`src/rtl/pipe_ctrl_unit.sv`:
```
// ID-stage control unit for a 5-stage RV32 pipeline: opcode decode, load-use stall,
// branch flush and the ID/EX, EX/MEM, MEM/WB control registers.
module pipe_ctrl_unit #(
  parameter int REG_ADDR_W = 5,
  parameter int ALUOP_W    = 2,
  parameter int HAZARD_EN  = 1
) (
  input  logic                  clk_i,
  input  logic                  rst_i,
  input  logic [6:0]            op_i,
  input  logic [REG_ADDR_W-1:0] rs1_addr_i,
  input  logic [REG_ADDR_W-1:0] rs2_addr_i,
  input  logic [REG_ADDR_W-1:0] rd_addr_i,
  input  logic                  branch_taken_i,
  output logic                  stall_o,
  output logic                  pc_write_o,
  output logic                  ifid_write_o,
  output logic                  ifid_flush_o,
  output logic                  id_branch_o,
  output logic                  illegal_o,
  output logic                  illegal_sticky_o,
  output logic [ALUOP_W-1:0]    ex_alu_op_o,
  output logic                  ex_alu_src_o,
  output logic                  ex_mem_read_o,
  output logic [REG_ADDR_W-1:0] ex_rd_addr_o,
  output logic                  mem_read_o,
  output logic                  mem_write_o,
  output logic [REG_ADDR_W-1:0] mem_rd_addr_o,
  output logic                  wb_reg_write_o,
  output logic                  wb_mem_reg_o,
  output logic [REG_ADDR_W-1:0] wb_rd_addr_o
);

  localparam logic [6:0] OP_NOP = 7'b0000000;
  localparam logic [6:0] OP_R   = 7'b0110011;
  localparam logic [6:0] OP_I   = 7'b0010011;
  localparam logic [6:0] OP_LD  = 7'b0000011;
  localparam logic [6:0] OP_ST  = 7'b0100011;
  localparam logic [6:0] OP_BEQ = 7'b1100011;

  logic                  w_reg_write;
  logic                  w_mem_reg;
  logic                  w_mem_read;
  logic                  w_mem_write;
  logic [ALUOP_W-1:0]    w_alu_op;
  logic                  w_alu_src;
  logic                  w_branch;
  logic                  w_illegal;
  logic                  w_rw_eff;
  logic                  w_hazard;
  logic                  w_stall;

  logic                  r_ex_reg_write;
  logic                  r_ex_mem_reg;
  logic                  r_ex_mem_read;
  logic                  r_ex_mem_write;
  logic [ALUOP_W-1:0]    r_ex_alu_op;
  logic                  r_ex_alu_src;
  logic [REG_ADDR_W-1:0] r_ex_rd;
  logic                  r_mem_reg_write;
  logic                  r_mem_mem_reg;
  logic                  r_mem_mem_read;
  logic                  r_mem_mem_write;
  logic [REG_ADDR_W-1:0] r_mem_rd;
  logic                  r_wb_reg_write;
  logic                  r_wb_mem_reg;
  logic [REG_ADDR_W-1:0] r_wb_rd;
  logic                  r_sticky;

  always_comb begin
    w_reg_write = 1'b0;
    w_mem_reg   = 1'b0;
    w_mem_read  = 1'b0;
    w_mem_write = 1'b0;
    w_alu_op    = ALUOP_W'(0);
    w_alu_src   = 1'b0;
    w_branch    = 1'b0;
    w_illegal   = 1'b0;
    case (op_i)
      OP_NOP: w_alu_op = ALUOP_W'(2);
      OP_R: begin
        w_reg_write = 1'b1;
        w_alu_op    = ALUOP_W'(2);
      end
      OP_I: begin
        w_reg_write = 1'b1;
        w_alu_src   = 1'b1;
      end
      OP_LD: begin
        w_reg_write = 1'b1;
        w_mem_reg   = 1'b1;
        w_mem_read  = 1'b1;
        w_alu_src   = 1'b1;
      end
      OP_ST: begin
        w_mem_write = 1'b1;
        w_alu_src   = 1'b1;
      end
      OP_BEQ: begin
        w_alu_op = ALUOP_W'(1);
        w_branch = 1'b1;
      end
      default: w_illegal = 1'b1;
    endcase
  end

  // x0 is hardwired zero, so a write to it is dropped and the rd field is not carried
  assign w_rw_eff = w_reg_write & (rd_addr_i != '0);
  assign w_hazard = r_ex_mem_read & (r_ex_rd != '0) &
                    ((r_ex_rd == rs1_addr_i) | (r_ex_rd == rs2_addr_i));
  assign w_stall  = (HAZARD_EN != 0) ? w_hazard : 1'b0;

  always_ff @(posedge clk_i) begin
    if (!rst_i) begin
      r_ex_reg_write  <= 1'b0;
      r_ex_mem_reg    <= 1'b0;
      r_ex_mem_read   <= 1'b0;
      r_ex_mem_write  <= 1'b0;
      r_ex_alu_op     <= ALUOP_W'(0);
      r_ex_alu_src    <= 1'b0;
      r_ex_rd         <= '0;
      r_mem_reg_write <= 1'b0;
      r_mem_mem_reg   <= 1'b0;
      r_mem_mem_read  <= 1'b0;
      r_mem_mem_write <= 1'b0;
      r_mem_rd        <= '0;
      r_wb_reg_write  <= 1'b0;
      r_wb_mem_reg    <= 1'b0;
      r_wb_rd         <= '0;
      r_sticky        <= 1'b0;
    end else begin
      if (w_stall) begin
        r_ex_reg_write <= 1'b0;
        r_ex_mem_reg   <= 1'b0;
        r_ex_mem_read  <= 1'b0;
        r_ex_mem_write <= 1'b0;
        r_ex_alu_op    <= ALUOP_W'(0);
        r_ex_alu_src   <= 1'b0;
        r_ex_rd        <= '0;
      end else begin
        r_ex_reg_write <= w_rw_eff;
        r_ex_mem_reg   <= w_mem_reg;
        r_ex_mem_read  <= w_mem_read;
        r_ex_mem_write <= w_mem_write;
        r_ex_alu_op    <= w_alu_op;
        r_ex_alu_src   <= w_alu_src;
        r_ex_rd        <= w_rw_eff ? rd_addr_i : '0;
      end
      r_mem_reg_write <= r_ex_reg_write;
      r_mem_mem_reg   <= r_ex_mem_reg;
      r_mem_mem_read  <= r_ex_mem_read;
      r_mem_mem_write <= r_ex_mem_write;
      r_mem_rd        <= r_ex_rd;
      r_wb_reg_write  <= r_mem_reg_write;
      r_wb_mem_reg    <= r_mem_mem_reg;
      r_wb_rd         <= r_mem_rd;
      r_sticky        <= r_sticky | w_illegal;
    end
  end

  assign stall_o          = w_stall;
  assign pc_write_o       = ~w_stall;
  assign ifid_write_o     = ~w_stall;
  assign ifid_flush_o     = w_branch & branch_taken_i & ~w_stall;
  assign id_branch_o      = w_branch;
  assign illegal_o        = w_illegal;
  assign illegal_sticky_o = r_sticky;
  assign ex_alu_op_o      = r_ex_alu_op;
  assign ex_alu_src_o     = r_ex_alu_src;
  assign ex_mem_read_o    = r_ex_mem_read;
  assign ex_rd_addr_o     = r_ex_rd;
  assign mem_read_o       = r_mem_mem_read;
  assign mem_write_o      = r_mem_mem_write;
  assign mem_rd_addr_o    = r_mem_rd;
  assign wb_reg_write_o   = r_wb_reg_write;
  assign wb_mem_reg_o     = r_wb_mem_reg;
  assign wb_rd_addr_o     = r_wb_rd;

endmodule

```
`config.mk`:
```
export PLATFORM = sky130hd
export DESIGN_NAME = pipe_ctrl_unit
export DESIGN_NICKNAME = d
export VERILOG_FILES = /design/src/rtl/pipe_ctrl_unit.sv
export SDC_FILE = /design/constraint.sdc
export NUM_CORES = 1
export LEC_CHECK = 0
export CAP_MARGIN = 5
export CORE_ASPECT_RATIO = 0.7
export CORE_MARGIN = 5
export CORE_UTILIZATION = 41
export CTS_CLUSTER_SIZE = 28
export DETAILED_ROUTE_END_ITERATION = 8
export PLACE_DENSITY = 0.86
export SLEW_MARGIN = 30
export SYNTH_ARGS = -nofsm -noshare
export SYNTH_HDL_FRONTEND = slang
export SYNTH_SLANG_ARGS = --single-unit
```
`constraint.sdc`:
```
create_clock -name clk_i -period 3.6 [get_ports clk_i]
set_input_delay 0.9 -clock clk_i [delete_from_list [all_inputs] [get_ports clk_i]]
set_output_delay 0.9 -clock clk_i [all_outputs]
set_load 0.005 [all_outputs]
```
==> metrics.md <==
| Metric | Value |
|---|---|
| Setup Crit Path Kind | `input pin to output port` |
| Clk root buf | `clkbuf_4` |
| Clk buf depth | `2` |
| Area delta synth->final | `59.98%` |
| Worst Path Buf+Inv | `2` |
| Die height | `around 52 um` |
| Top cell type by total area after synthesis | `dfxtp_1` |
| FP Rows | `15` |
| Most frequent cell after synthesis | `dfxtp_1` |
| GRT Total Usage | `13.57%` |
| Chip width | `69.68 um` |
| CTS buffer count | `3` |
| Finished Layout Cells | `approximately 200` |
| Post-synth top area share | `~53%` |
| Critical Path Fanout Max | `5` |
| Core area | `about 2400 um^2` |
| Yosys warning count | `0` |
| CTS clk-pin slew, worst paths | `130 ps` |
| Status | `complete, no violations` |
| RePlAce Congestion | `0.7310` |
| Worst hold path class | `register to register` |
| Crit path DAT | `between 2000 and 3000 ps` |
| Layout cells sized above 1 | `7.975%` |
| Fmax | `roughly 280 MHz` |
| Register-to-register path setup slack | `1790 ps` |
| Die area | `3608 um^2` |
| Mapped Cells | `about 110` |
| DRC Markers | `0` |
| Post-synth top cells | `dfxtp_1, and2_1, nor2_1, nand2_1` |
| Initial antenna violation count | `0` |
| Clock Latency Late Sink | `320 ps` |
| Power per cell area | `295.6 nW/um^2` |
| Global-route wire length before repair | `around 3800 um` |
| Final ANT Viol Nets | `0` |
| Power Total | `0.4833 mW` |
| Register area share after synthesis | `52.88%` |
| Port-buffer cells | `54` |
| Inst Count DP | `191` |
| Hold Crit Depth | `1` |
| Detailed Route WL | `2537 um` |
| Diode count | `0` |
| Layout fillers | `183` |
| Async set or reset register ratio after synthesis | `0%` |
| Starting Density | `42.22%` |
| Cell area after synthesis | `between 1000 and 1500 um^2` |
| Gr ovfl total | `0` |
| Lkg Pwr | `0.6282 nW` |
| Worst reg2reg startpoint | `ex_rd_addr_o[1]` |
| Synth Register Bits | `27` |
| CTS tree | `yes` |
| Crit end category | `output port` |
| Cell mode on critical path | `clkdlybuf4s50_1` |
| DR WL/cell | `12.88 um` |
| Worst path slowest cell | `clkdlybuf4s50_1` |
| Post-synthesis net count | `~130` |
| Worst min-delay path endpoint | `mem_write_o` |
| CP max stage delay | `550 ps` |
| # hold bufs at CTS | `0` |
| CP delay by family, top | `buffers and inverters` |
| CP Cell Sequence | `clkdlybuf4s50_1 > xor2_1 > nor3_1 > nand3_1 > a21oi_4 > clkdlybuf4s50_1` |
| Synth top area cells | `dfxtp_1, and2_1, xor2_1` |
| Final hold slack | `460.2 ps` |
| Mean Syn Cell Area | `between 9 and 10 um^2` |
| Worst Reg-to-Reg Cells | `6` |
| EDFF count, synth | `0` |
| Least-Margin Pin Slew | `between 700 and 800 ps` |
| Unique masters post-synth | `26` |
| Vias in the first global route | `about 820` |
| Max-slew violations | `0` |
| Critical path required time | `between 2000 and 3000 ps` |
| Relative max-transition margin | `roughly half` |
| Via count | `~920` |
| Largest net degree at the start of global routing | `27` |
| Final-report setup violation count | `0` |
| Peak supply drop | `222.3 uV` |
| Tcrit/Tclk final | `slightly below 100%` |
| Final hold violations | `0` |
| Max cap viols | `0` |
| First-pass detailed-route iteration total | `4` |
| Min cycle time layout | `between 3000 and 4000 ps` |
| Min-delay src | `r_ex_mem_write` |
| Num ports | `between 50 and 60` |
| Skew final | `2.028 ps` |
| Clk sinks | `27` |
| Nets@finish | `189` |
| RR Endpoint | `ex_rd_addr_o[3]` |
| Vias per cell | `about 4.6` |
| H-tree Lvls | `1` |
| Critical Path Start Type | `input pin` |
| Commonest register cell after synthesis | `dfxtp_1` |
| Initial DRC Count | `44` |
[final cells by class]
cell class              count  area [um^2]  area share [%]
clock buffers               3        22.52           1.377
well taps                  34        42.54           2.601
clock inverters             1        7.507          0.4591
inverters                   1        3.754          0.2295
flip-flops and latches     27        540.5           33.05
repair buffers             57        563.0           34.43
multi-input cells          74        455.4           27.85
[cell usage in the layout (no fill, tap or decap), types with 2 or more instances in the layout]
cell,netlist,layout
nand2_1,7,7
buf_4,1,3
and2_1,15,15
nand3_1,6,6
o21ai_1,2,2
clkbuf_4,0,3
xor2_1,6,6
nor2_1,11,11
xnor2_1,4,4
nor3_1,6,6
clkdlybuf4s50_1,0,54
nand4_1,4,4
nor3_2,2,2
dfxtp_1,27,27
or4_1,2,2
[per-layer routing]
layer,vias up,track usage [%],share of wire (%)
met5,-,0,0
met4,0,4.777,1.5
met3,6,7.336,6.9
met2,29,23.58,52
met1,410,14.18,40
li1,470,-,-
[metrics by stage]
stage	TNS (ps)	instance area (um^2)	setup slack (ps)	util, %
after floorplan	0	1022	822.6	-
after global placement	0	1583	90.76	65.37
after detailed placement	0	1583	33.37	65.37
after CTS	0	1613	24.10	66.62
after global routing	-22.93	1635	-22.93	67.55
final	0	1635	47.95	67.55
[report_power, final]
group	total (mW)	internal (mW)	switching, mW
sequential	0.302	0.300	0.00102
clock	0.128	0.0425	0.0857
combinational	0.0536	0.0331	0.0205
total	0.483	0.376	0.107
[repair_timing]
item,CTS,global route
endpoints found under the setup margin,0,4
setup buffers,0,2
resized for setup,0,1
[logic make-up after synthesis]
kind of cell	share of synthesized area (%)
and+or+nand+nor	30.85
DFF	52.88
xor gates and xnor gates	8.568
AOI/OAI and AO/OA	4.406
buffers and inverters	3.305
[state kept, by name (all words and copies together), names as in the netlist]
| signal | flops |
|---|---|
| wb_reg_write_o | 1 |
| r_ex_reg_write | 1 |
| mem_rd_addr_o | 5 |
| ex_mem_read_o | 1 |
| ex_alu_op_o | 2 |
| r_ex_mem_write | 1 |
| wb_rd_addr_o | 5 |
| ex_rd_addr_o | 5 |
| r_mem_reg_write | 1 |
| mem_read_o | 1 |
| mem_write_o | 1 |
| illegal_sticky_o | 1 |
| ex_alu_src_o | 1 |
| wb_mem_reg_o | 1 |
[how the worst max path moves through the flow]
stage                             start          to  slack (ps)  cells after the start
final                     rs2_addr_i[3]     stall_o          50                      6
after global routing      rs1_addr_i[1]     stall_o         -20                      6
after CTS                 rs1_addr_i[1]     stall_o          20                      6
after detailed placement  rs1_addr_i[1]     stall_o          30                      6
after global placement    rs1_addr_i[1]     stall_o          90                      6
after floorplan           rs1_addr_i[1]  pc_write_o         820                      7
No activity file was read; power rests on OpenSTA's default activity.
